### src/rtl/alu_op_sequencer.sv
// Sequences an external 8-bit combinational ALU through one or two byte passes per request.
// Optional decimal mode for ADC/SBC is enabled by defining ALU_SEQ_BCD_EN (adds the req_d input).
module alu_op_sequencer (
  input  logic        clk,
  input  logic        rst_n,
  input  logic        req_valid,
  output logic        req_ready,
  input  logic [2:0]  req_op,
  input  logic        req_w16,
  input  logic [15:0] req_a,
  input  logic [15:0] req_b,
  input  logic        req_c,
  input  logic        req_v,
`ifdef ALU_SEQ_BCD_EN
  input  logic        req_d,
`endif
  output logic        res_valid,
  input  logic        res_ready,
  output logic [15:0] res_data,
  output logic        res_n,
  output logic        res_z,
  output logic        res_c,
  output logic        res_v,
  output logic        alu_sum_en,
  output logic        alu_and_en,
  output logic        alu_eor_en,
  output logic        alu_or_en,
  output logic        alu_sr_en,
  output logic        alu_ror_en,
  output logic        alu_inv_en,
  output logic [7:0]  alu_a,
  output logic [7:0]  alu_b,
  output logic        alu_cin,
  input  logic [7:0]  alu_res,
  input  logic        alu_cout,
  input  logic        alu_ovf
);

  localparam logic [2:0] OP_ADC = 3'd0;
  localparam logic [2:0] OP_SBC = 3'd1;
  localparam logic [2:0] OP_AND = 3'd2;
  localparam logic [2:0] OP_EOR = 3'd3;
  localparam logic [2:0] OP_ORA = 3'd4;
  localparam logic [2:0] OP_LSR = 3'd5;
  localparam logic [2:0] OP_ROR = 3'd6;
  localparam logic [2:0] OP_CMP = 3'd7;

  typedef enum logic [1:0] {
    ST_IDLE = 2'd0,
    ST_P1   = 2'd1,
    ST_P2   = 2'd2,
    ST_DONE = 2'd3
  } state_t;

  typedef struct packed {
    logic en_sum;
    logic en_and;
    logic en_eor;
    logic en_ora;
    logic en_sr;
    logic en_ror;
    logic en_inv;
  } alu_ctl_t;

  function automatic logic is_shift(input logic [2:0] op);
    return (op == OP_LSR) || (op == OP_ROR);
  endfunction

  function automatic logic is_addsub(input logic [2:0] op);
    return (op == OP_ADC) || (op == OP_SBC);
  endfunction

  // Ops whose C flag and inter-pass carry come from the ALU carry output.
  function automatic logic is_chain(input logic [2:0] op);
    return is_addsub(op) || (op == OP_CMP) || is_shift(op);
  endfunction

  function automatic logic [7:0] pick_byte(input logic [15:0] x, input logic hi);
    return hi ? x[15:8] : x[7:0];
  endfunction

  function automatic logic first_cin(input logic [2:0] op, input logic c);
    logic cin;
    case (op)
      OP_ADC, OP_SBC, OP_ROR: cin = c;
      OP_CMP:                 cin = 1'b1;
      default:                cin = 1'b0;
    endcase
    return cin;
  endfunction

  function automatic alu_ctl_t pass_ctl(input logic [2:0] op, input logic first);
    alu_ctl_t ctl;
    ctl = '0;
    case (op)
      OP_ADC: ctl.en_sum = 1'b1;
      OP_SBC, OP_CMP: begin
        ctl.en_sum = 1'b1;
        ctl.en_inv = 1'b1;
      end
      OP_AND: ctl.en_and = 1'b1;
      OP_EOR: ctl.en_eor = 1'b1;
      OP_ORA: ctl.en_ora = 1'b1;
      OP_LSR: begin
        if (first) ctl.en_sr = 1'b1;
        else       ctl.en_ror = 1'b1;
      end
      OP_ROR: ctl.en_ror = 1'b1;
      default: ctl = '0;
    endcase
    return ctl;
  endfunction

  state_t      state_q;
  logic [2:0]  op_q;
  logic        w16_q;
  logic [7:0]  a_p2_q;
  logic [7:0]  b_p2_q;
  logic        c_q;
  logic        v_q;
  logic        ready_q;
  logic        res_valid_q;
  logic [15:0] res_data_q;
  logic        res_n_q;
  logic        res_z_q;
  logic        res_c_q;
  logic        res_v_q;
  alu_ctl_t    ctl_q;
  logic [7:0]  alu_a_q;
  logic [7:0]  alu_b_q;
  logic        alu_cin_q;
  logic [7:0]  byte1_q;
  logic [7:0]  byte1_bin_q;
`ifdef ALU_SEQ_BCD_EN
  logic        d_q;
  logic [4:0]  half_sum_d;
  logic [4:0]  half_dif_d;
  logic [8:0]  dec_lo_d;
  logic [7:0]  dec_sub_d;
`endif

  logic [7:0]  cap_byte_d;
  logic        cap_carry_d;
  logic [15:0] fin_data_d;
  logic [15:0] fin_bin_d;
  logic        fin_n_d;
  logic        fin_z_d;
  logic        fin_c_d;
  logic        fin_v_d;

  // Byte captured at the end of a pass, decimal-adjusted when requested.
  always_comb begin
    cap_byte_d  = alu_res;
    cap_carry_d = alu_cout;
`ifdef ALU_SEQ_BCD_EN
    half_sum_d = {1'b0, alu_a_q[3:0]} + {1'b0, alu_b_q[3:0]} + {4'd0, alu_cin_q};
    half_dif_d = {1'b0, alu_a_q[3:0]} + {1'b0, ~alu_b_q[3:0]} + {4'd0, alu_cin_q};
    if (half_sum_d[4] || (alu_res[3:0] > 4'd9)) begin
      dec_lo_d = {1'b0, alu_res} + 9'h006;
    end else begin
      dec_lo_d = {1'b0, alu_res};
    end
    if (half_dif_d[4]) begin
      dec_sub_d = alu_res;
    end else begin
      dec_sub_d = alu_res - 8'h06;
    end
    if (d_q && (op_q == OP_ADC)) begin
      if (alu_cout || (dec_lo_d > 9'h09F)) begin
        cap_byte_d  = dec_lo_d[7:0] + 8'h60;
        cap_carry_d = 1'b1;
      end else begin
        cap_byte_d  = dec_lo_d[7:0];
        cap_carry_d = 1'b0;
      end
    end else if (d_q && (op_q == OP_SBC)) begin
      if (alu_cout) begin
        cap_byte_d = dec_sub_d;
      end else begin
        cap_byte_d = dec_sub_d - 8'h60;
      end
      cap_carry_d = alu_cout;
    end else begin
      cap_byte_d  = alu_res;
      cap_carry_d = alu_cout;
    end
`endif
  end

  // Final result and flags; N/Z/V always come from the binary bytes.
  always_comb begin
    if (state_q == ST_P2) begin
      if (is_shift(op_q)) begin
        fin_data_d = {byte1_q, cap_byte_d};
        fin_bin_d  = {byte1_bin_q, alu_res};
      end else begin
        fin_data_d = {cap_byte_d, byte1_q};
        fin_bin_d  = {alu_res, byte1_bin_q};
      end
      fin_n_d = fin_bin_d[15];
    end else begin
      fin_data_d = {8'h00, cap_byte_d};
      fin_bin_d  = {8'h00, alu_res};
      fin_n_d    = alu_res[7];
    end
    fin_z_d = (fin_bin_d == 16'h0000);
    if (is_chain(op_q)) begin
      fin_c_d = cap_carry_d;
    end else begin
      fin_c_d = c_q;
    end
    if (is_addsub(op_q)) begin
      fin_v_d = alu_ovf;
    end else begin
      fin_v_d = v_q;
    end
  end

  // Sequencer FSM with all outputs registered.
  always_ff @(posedge clk) begin
    if (!rst_n) begin
      state_q     <= ST_IDLE;
      op_q        <= 3'd0;
      w16_q       <= 1'b0;
      a_p2_q      <= 8'h00;
      b_p2_q      <= 8'h00;
      c_q         <= 1'b0;
      v_q         <= 1'b0;
      ready_q     <= 1'b0;
      res_valid_q <= 1'b0;
      res_data_q  <= 16'h0000;
      res_n_q     <= 1'b0;
      res_z_q     <= 1'b0;
      res_c_q     <= 1'b0;
      res_v_q     <= 1'b0;
      ctl_q       <= '0;
      alu_a_q     <= 8'h00;
      alu_b_q     <= 8'h00;
      alu_cin_q   <= 1'b0;
      byte1_q     <= 8'h00;
      byte1_bin_q <= 8'h00;
`ifdef ALU_SEQ_BCD_EN
      d_q         <= 1'b0;
`endif
    end else begin
      case (state_q)
        ST_IDLE: begin
          if (req_valid && ready_q) begin
            state_q   <= ST_P1;
            ready_q   <= 1'b0;
            op_q      <= req_op;
            w16_q     <= req_w16;
            a_p2_q    <= pick_byte(req_a, !is_shift(req_op));
            b_p2_q    <= req_b[15:8];
            c_q       <= req_c;
            v_q       <= req_v;
`ifdef ALU_SEQ_BCD_EN
            d_q       <= req_d;
`endif
            // Shifts walk the word from the high byte down.
            ctl_q     <= pass_ctl(req_op, 1'b1);
            alu_a_q   <= pick_byte(req_a, req_w16 && is_shift(req_op));
            alu_b_q   <= is_shift(req_op) ? 8'h00 : req_b[7:0];
            alu_cin_q <= first_cin(req_op, req_c);
          end else begin
            ready_q <= 1'b1;
          end
        end
        ST_P1, ST_P2: begin
          if ((state_q == ST_P1) && w16_q) begin
            state_q     <= ST_P2;
            byte1_q     <= cap_byte_d;
            byte1_bin_q <= alu_res;
            ctl_q       <= pass_ctl(op_q, 1'b0);
            alu_a_q     <= a_p2_q;
            alu_b_q     <= is_shift(op_q) ? 8'h00 : b_p2_q;
            alu_cin_q   <= is_chain(op_q) ? cap_carry_d : 1'b0;
          end else begin
            state_q     <= ST_DONE;
            res_valid_q <= 1'b1;
            res_data_q  <= fin_data_d;
            res_n_q     <= fin_n_d;
            res_z_q     <= fin_z_d;
            res_c_q     <= fin_c_d;
            res_v_q     <= fin_v_d;
            ctl_q       <= '0;
            alu_a_q     <= 8'h00;
            alu_b_q     <= 8'h00;
            alu_cin_q   <= 1'b0;
          end
        end
        ST_DONE: begin
          if (res_ready) begin
            state_q     <= ST_IDLE;
            res_valid_q <= 1'b0;
            ready_q     <= 1'b1;
          end else begin
            state_q <= ST_DONE;
          end
        end
        default: begin
          state_q <= ST_IDLE;
          ready_q <= 1'b0;
        end
      endcase
    end
  end

  assign req_ready  = ready_q;
  assign res_valid  = res_valid_q;
  assign res_data   = res_data_q;
  assign res_n      = res_n_q;
  assign res_z      = res_z_q;
  assign res_c      = res_c_q;
  assign res_v      = res_v_q;
  assign alu_sum_en = ctl_q.en_sum;
  assign alu_and_en = ctl_q.en_and;
  assign alu_eor_en = ctl_q.en_eor;
  assign alu_or_en  = ctl_q.en_ora;
  assign alu_sr_en  = ctl_q.en_sr;
  assign alu_ror_en = ctl_q.en_ror;
  assign alu_inv_en = ctl_q.en_inv;
  assign alu_a      = alu_a_q;
  assign alu_b      = alu_b_q;
  assign alu_cin    = alu_cin_q;

endmodule

### config.mk
export PLATFORM = sky130hd
export DESIGN_NAME = alu_op_sequencer
export DESIGN_NICKNAME = d
export VERILOG_FILES = /design/src/rtl/alu_op_sequencer.sv
export SDC_FILE = /design/constraint.sdc
export NUM_CORES = 1
export LEC_CHECK = 0
export CELL_PAD_IN_SITES_DETAIL_PLACEMENT = 2
export CELL_PAD_IN_SITES_GLOBAL_PLACEMENT = 2
export CORE_MARGIN = 3
export CORE_UTILIZATION = 25
export CTS_CLUSTER_DIAMETER = 60
export DETAILED_ROUTE_END_ITERATION = 10
export GPL_ROUTABILITY_DRIVEN = 0
export PLACE_DENSITY_LB_ADDON = 0.1
export SLEW_MARGIN = 20
export SYNTH_ARGS = -nofsm -noshare
export SYNTH_HDL_FRONTEND = slang
export SYNTH_SLANG_ARGS = --single-unit
export TNS_END_PERCENT = 50
### constraint.sdc
create_clock -name clk -period 3.41 [get_ports clk]
set_clock_uncertainty 0.05 [all_clocks]
set_input_delay 1.023 -clock clk [delete_from_list [all_inputs] [get_ports clk]]
set_output_delay 1.023 -clock clk [all_outputs]
set_load 0.05 [all_outputs]
Word level (Yosys, flattened, before mapping)
Cells that the tools add are included.

word-level totals
  flip-flop bits (word level) = 78
  input port bits = 52

operators by class
  equality and inequality tests = 20
  mux-type cells = 46
  bitwise logic cells = 1
  reduce and logical (&&, ||, !) cells = 28

operators with widths
  cell                                                 number
  2-to-1 mux 8 bit                                     8
  2-to-1 mux 16 bit                                    2
  one-hot mux 8 bit (2 select lines)                   2
  equality test 3 bit, second input constant           8
  2-to-1 mux 1 bit                                     24
  logical NOT 16 bit                                   1
  2-to-1 mux 7 bit                                     2
  one-hot mux 7 bit (2 select lines)                   1
  equality test 3 x 2 -> 1 bit, second input constant  4
  AND reduction 2 bit                                  5
  OR reduction 3 bit                                   3
  one-hot mux 1 bit (2 select lines)                   4
  OR reduction 2 bit                                   4
  equality test 3 x 1 -> 1 bit, second input constant  2
  logical NOT 3 bit                                    2
  inequality test 2 bit, second input constant         3
  one-hot mux 2 bit (3 select lines)                   1
  nonzero test 2 bit                                   3
  logical OR 1 bit                                     5
  equality test 2 bit, second input constant           2
  2-to-1 mux 2 bit                                     2
  logical AND 1 bit                                    3
  AND reduction 3 bit                                  1
  equality test 2 x 1 -> 1 bit, second input constant  1
  other kinds (2)                                      2

Depth between registers and ports, before layout
  depth after elaboration = 7
  depth in mapped cells = 8

Worst setup path before layout
OpenSTA, ideal clock, no wires.

  kind = input port to flip-flop
  start point = in req_op[0]
  end point = reg alu_a_q[4] (netlist: alu_a[4])
  library setup time = 0.122 ns
  arrival = 1.927 ns
  required time = 3.238 ns
  path slack = 1.312 ns
  cell stages on the path = 6
  cell sequence = buf_4 -> xor2_4 -> buf_4 -> and4_1 -> o21ai_0 -> a21oi_1

on the way
  word-level cells in the longest chain between the ends = 6

ends and longest elaborated chain
  element                                 line  source
  from (decl)                             8     input logic [2:0] req_op,
  equality test 3 bit                     66    return (op == OP_LSR) || (op == OP_ROR);
  logical OR 1 bit (*)                    66
  logical AND 1 bit (*)                   262   alu_a_q <= pick_byte(req_a, req_w16 && is_shift(req_op));
  2-to-1 mux 8 bit (*)                    79    return hi ? x[15:8] : x[7:0];
  2-to-1 mux 8 bit (*)                    248   if (req_valid && ready_q) begin
  one-hot mux 8 bit (2 select lines) (*)  246   case (state_q)
  to (signal assigned)                    262
  to (signal assigned)                    275   alu_a_q <= a_p2_q;
  to (decl)                               129   logic [7:0] alu_a_q;

Every way passes the cells marked *; elsewhere a longest branch is shown, timed or not. The select of a mux whose other input is x is not followed.
A chain may end at the register's enable or synchronous reset.

Worst setup path in the final report
  start point = reg state_q[0]
  end point = reg ctl_q (netlist bit alu_or_en)

on the way
  word-level cells in the longest chain between the ends = 4

ends and longest elaborated chain
  element                                                                    line      source
  from (decl)                                                                114       state_t state_q;
  from (signal assigned)                                                     222       state_q <= ST_IDLE;
  from (signal assigned)                                                     249       state_q <= ST_P1;
  from (signal assigned)                                                     271       state_q <= ST_P2;
  equality test 2 x 1 -> 1 bit or equality test 2 bit (tied branches)        246, 270
  logical AND 1 bit or OR reduction 2 bit (tied branches)                    270, 246
  2-to-1 mux 7 bit or nonzero test 2 bit (tied branches)                     n/a
  one-hot mux 7 bit (2 select lines) or AND reduction 2 bit (tied branches)  n/a
  to (signal assigned)                                                       261       ctl_q <= pass_ctl(req_op, 1'b1);
  to (signal assigned)                                                       274       ctl_q <= pass_ctl(op_q, 1'b0);
  to (decl)                                                                  128       alu_ctl_t ctl_q;

Several ways; a longest one is shown, not always the timed one.

==> results.ini <==
[synthesis]
synth_area_per_cell_um2=8.013
mappedNetlistArea_mm2=0.003822
netlist_instances=477
synth_area_leaders=dfxtp_1 41%, nand2_1 6.8%, a21oi_1 6.3%, nor2_1 4.2%, o21ai_0 3.8%
ys_seq_area_frac=0.4085
ys_types=51
ys_ff_latch=78
synth_top_area_frac=0.4085
synth_top_area_cell=dfxtp_1
yosysMostFrequentCell=dfxtp_1
synth_warnings=0
netlist_top_cells_count=78 x dfxtp_1, 69 x nand2_1, 48 x a21oi_1
syn-num-nets=533
synthFlopType=dfxtp_1
async_flop_share=0
synth_edf_count=0

[pwr]
combPwrFrac=0.481
irDropWorstVdd_uv=302.0
power.density_mw_per_mm2=799.9
p_int_uw=2276
p_seq_frac=0.306
power.switching_uw=1852
power.leakage_uw=0.001909
power.share.switching=0.4487
power.share.clock=0.214

[placement]
post-dp-hpwl_mm=9.853
placed_area_mm2=0.004905
port_buffers=97

[global_route]
grt_usage=0.1726
grt_pass1_wl_mm=22.60
grt_overflow=0
grt_max_degree=32
first_global_vias=4195
antenna_found_initial=0

[sta]
grt_setup_unrepaired=no
worst_pin_slew_ns=0.8164
setup-tns-final_ns=0
post-route-period-util=0.7830
final_max_slew_viol_count=0
fin_crit_ns=2.670
hold_viol=0
finalSetupViolCount=0
fmax_ghz=0.3745
slew_headroom=0.4558

[cts]
postCtsHoldBufs=0
clock_latency_ns=0.35
ctsResizeCount=0
numCtsBuffers=9
htreeDepth=3
cts_tree=yes
clock_sinks=78
clock-root-buffer=clkbuf_16
clkTransAtPathRegs_ns=0.06
clockBufferDepth=2
cts_setup_buffers=0

[worst_setup_path]
critPathBufInv=2
criticalPathCategory=flip-flop to flip-flop
worst_path_largest_cell_delay_ns=0.76
cp-start-kind=flip-flop
crit_arrival_ns=2.91
cp_max_fo=20
cp_common_cell=inv_1
worst_setup_path_end_kind=flip-flop
crit_family=compound AO/OA/AOI/OAI gates
required_ns=3.65
cpMaxStageDelayCell=o21a_1
path_cells=inv_1 -> ha_1 -> inv_1 -> o21a_1 -> a221o_1 -> o211a_1

[floorplanning]
rows=44
ios=98
start_util=0.2591
die_h_um=129.7
core_area_mm2=0.01475
die_x_um=129.7
die-area_mm2=0.01681

[finish]
area.growth.synth_to_final_pct=35.02
seqCellArea_mm2=0.001562
fin_nets=611
antenna_cells=0
multi_input_area_mm2=0.001984
final_layout_size_suffix_gt1_frac=0.06272
fillerInstances=1714
final_cell_area_mm2=0.005161

[flow_run]
drv_cap=0

[detailed_routing]
dr.pass1.iters=4
vias_per_cell=5.150
ant_nets=0
wl_per_cell_um=18.98
drt_wl_total_mm=14.08
vias=3821
drc=0
drt_iter0_markers=153

[outcome]
status=completed

[min_path]
hold_path_class=flip-flop to flip-flop

worst paths after layout:
kind	startpoint	end	slack, ns	depth (start not counted)
max	state_q[0]	alu_or_en	0.74	6
min	res_data[9]	res_data[9]	0.40	2
max reg2reg	state_q[0]	alu_or_en	0.74	6
min reg2reg	res_data[9]	res_data[9]	0.40	2
sequential cells by signal, summed over array words and instances, names as in the netlist, 2 cells and up:
register     flops
b_p2_q           8
a_p2_q           8
state_q          2
alu_a            8
byte1_bin_q      8
alu_b            8
res_data        16
op_q             3
tightest hold or removal path, stage by stage, from the launching register on:
cell     delay (ns)
dfxtp_1        0.30
nand2_1        0.05
a21oi_1        0.05
routing by layer:
metal  wire length [um]  share of wire  vias to the layer above  global-route usage
li1                   -              -                     1862                   -
met1               6362           0.45                     1884              0.2119
met2               7161           0.51                       66              0.3066
met3                470          0.033                        9             0.04411
met4                 88         0.0062                        0             0.03301
met5                  0              0                        -                   0
per-stage QoR:
step	std cells	util	hold WS [ns]	setup slack (ns)	total power [uW]
after floorplan	477	-	0.3829	1.312	2605
after global routing	742	0.3498	0.4355	0.4729	4413
after detailed placement	728	0.3324	0.3970	0.5002	3288
after CTS	742	0.3498	0.4056	0.7210	4206
after global placement	728	0.3324	0.3910	0.5906	3239
final	742	0.3498	0.4007	0.7399	4128
cells by family after synthesis:
group	count (synthesis)	synth area share
buffers and inverters	58	0.07234
adder cells (fa/ha/maj)	4	0.01309
AND/OR/NAND/NOR	174	0.2108
AO/OA/AOI/OAI	149	0.2514
flip-flops	78	0.4085
multiplexers	9	0.02357
XOR/XNOR	5	0.02030
layout by cell type, fill, tap and decap left out, drive strengths merged, types with 2 or more instances in the layout:
cell type / count
a311oi: 12
clkinv: 2
and3: 11
a211oi: 13
xnor2: 2
clkdlybuf4s50: 97
a21boi: 10
and4: 8
o21ai: 31
nor4b: 2
dfxtp: 78
a221oi: 9
o211a: 2
clkbuf: 12
xor2: 3
mux2i: 9
a21oi: 49
nand3: 16
nor2: 43
nor2b: 3
inv: 14
o221ai: 2
ha: 4
o211ai: 2
nor3: 14
buf: 14
a31oi: 11
nand4: 3
nand2: 70
cell type report:
| class | count | area share |
|---|---|---|
| clock buffers | 12 | 0.04776 |
| clock inverters | 2 | 0.001939 |
| inverters | 14 | 0.01018 |
| multi-input cells | 341 | 0.3845 |
| flip-flops and latches | 78 | 0.3025 |
| well taps | 184 | 0.04461 |
| repair buffers | 111 | 0.2085 |
power groups by stage:
stage          sequential [uW]  combinational [uW]  clock (uW)
2_1_floorplan             1760                 845           0
4_1_cts                   1270                2020         923
3_5_place_dp              1280                2010           0
5_1_grt                   1290                2170         953
3_3_place_gp              1280                1960           0
6_report                  1260                1980         882
(Power assumes the default switching activity.)
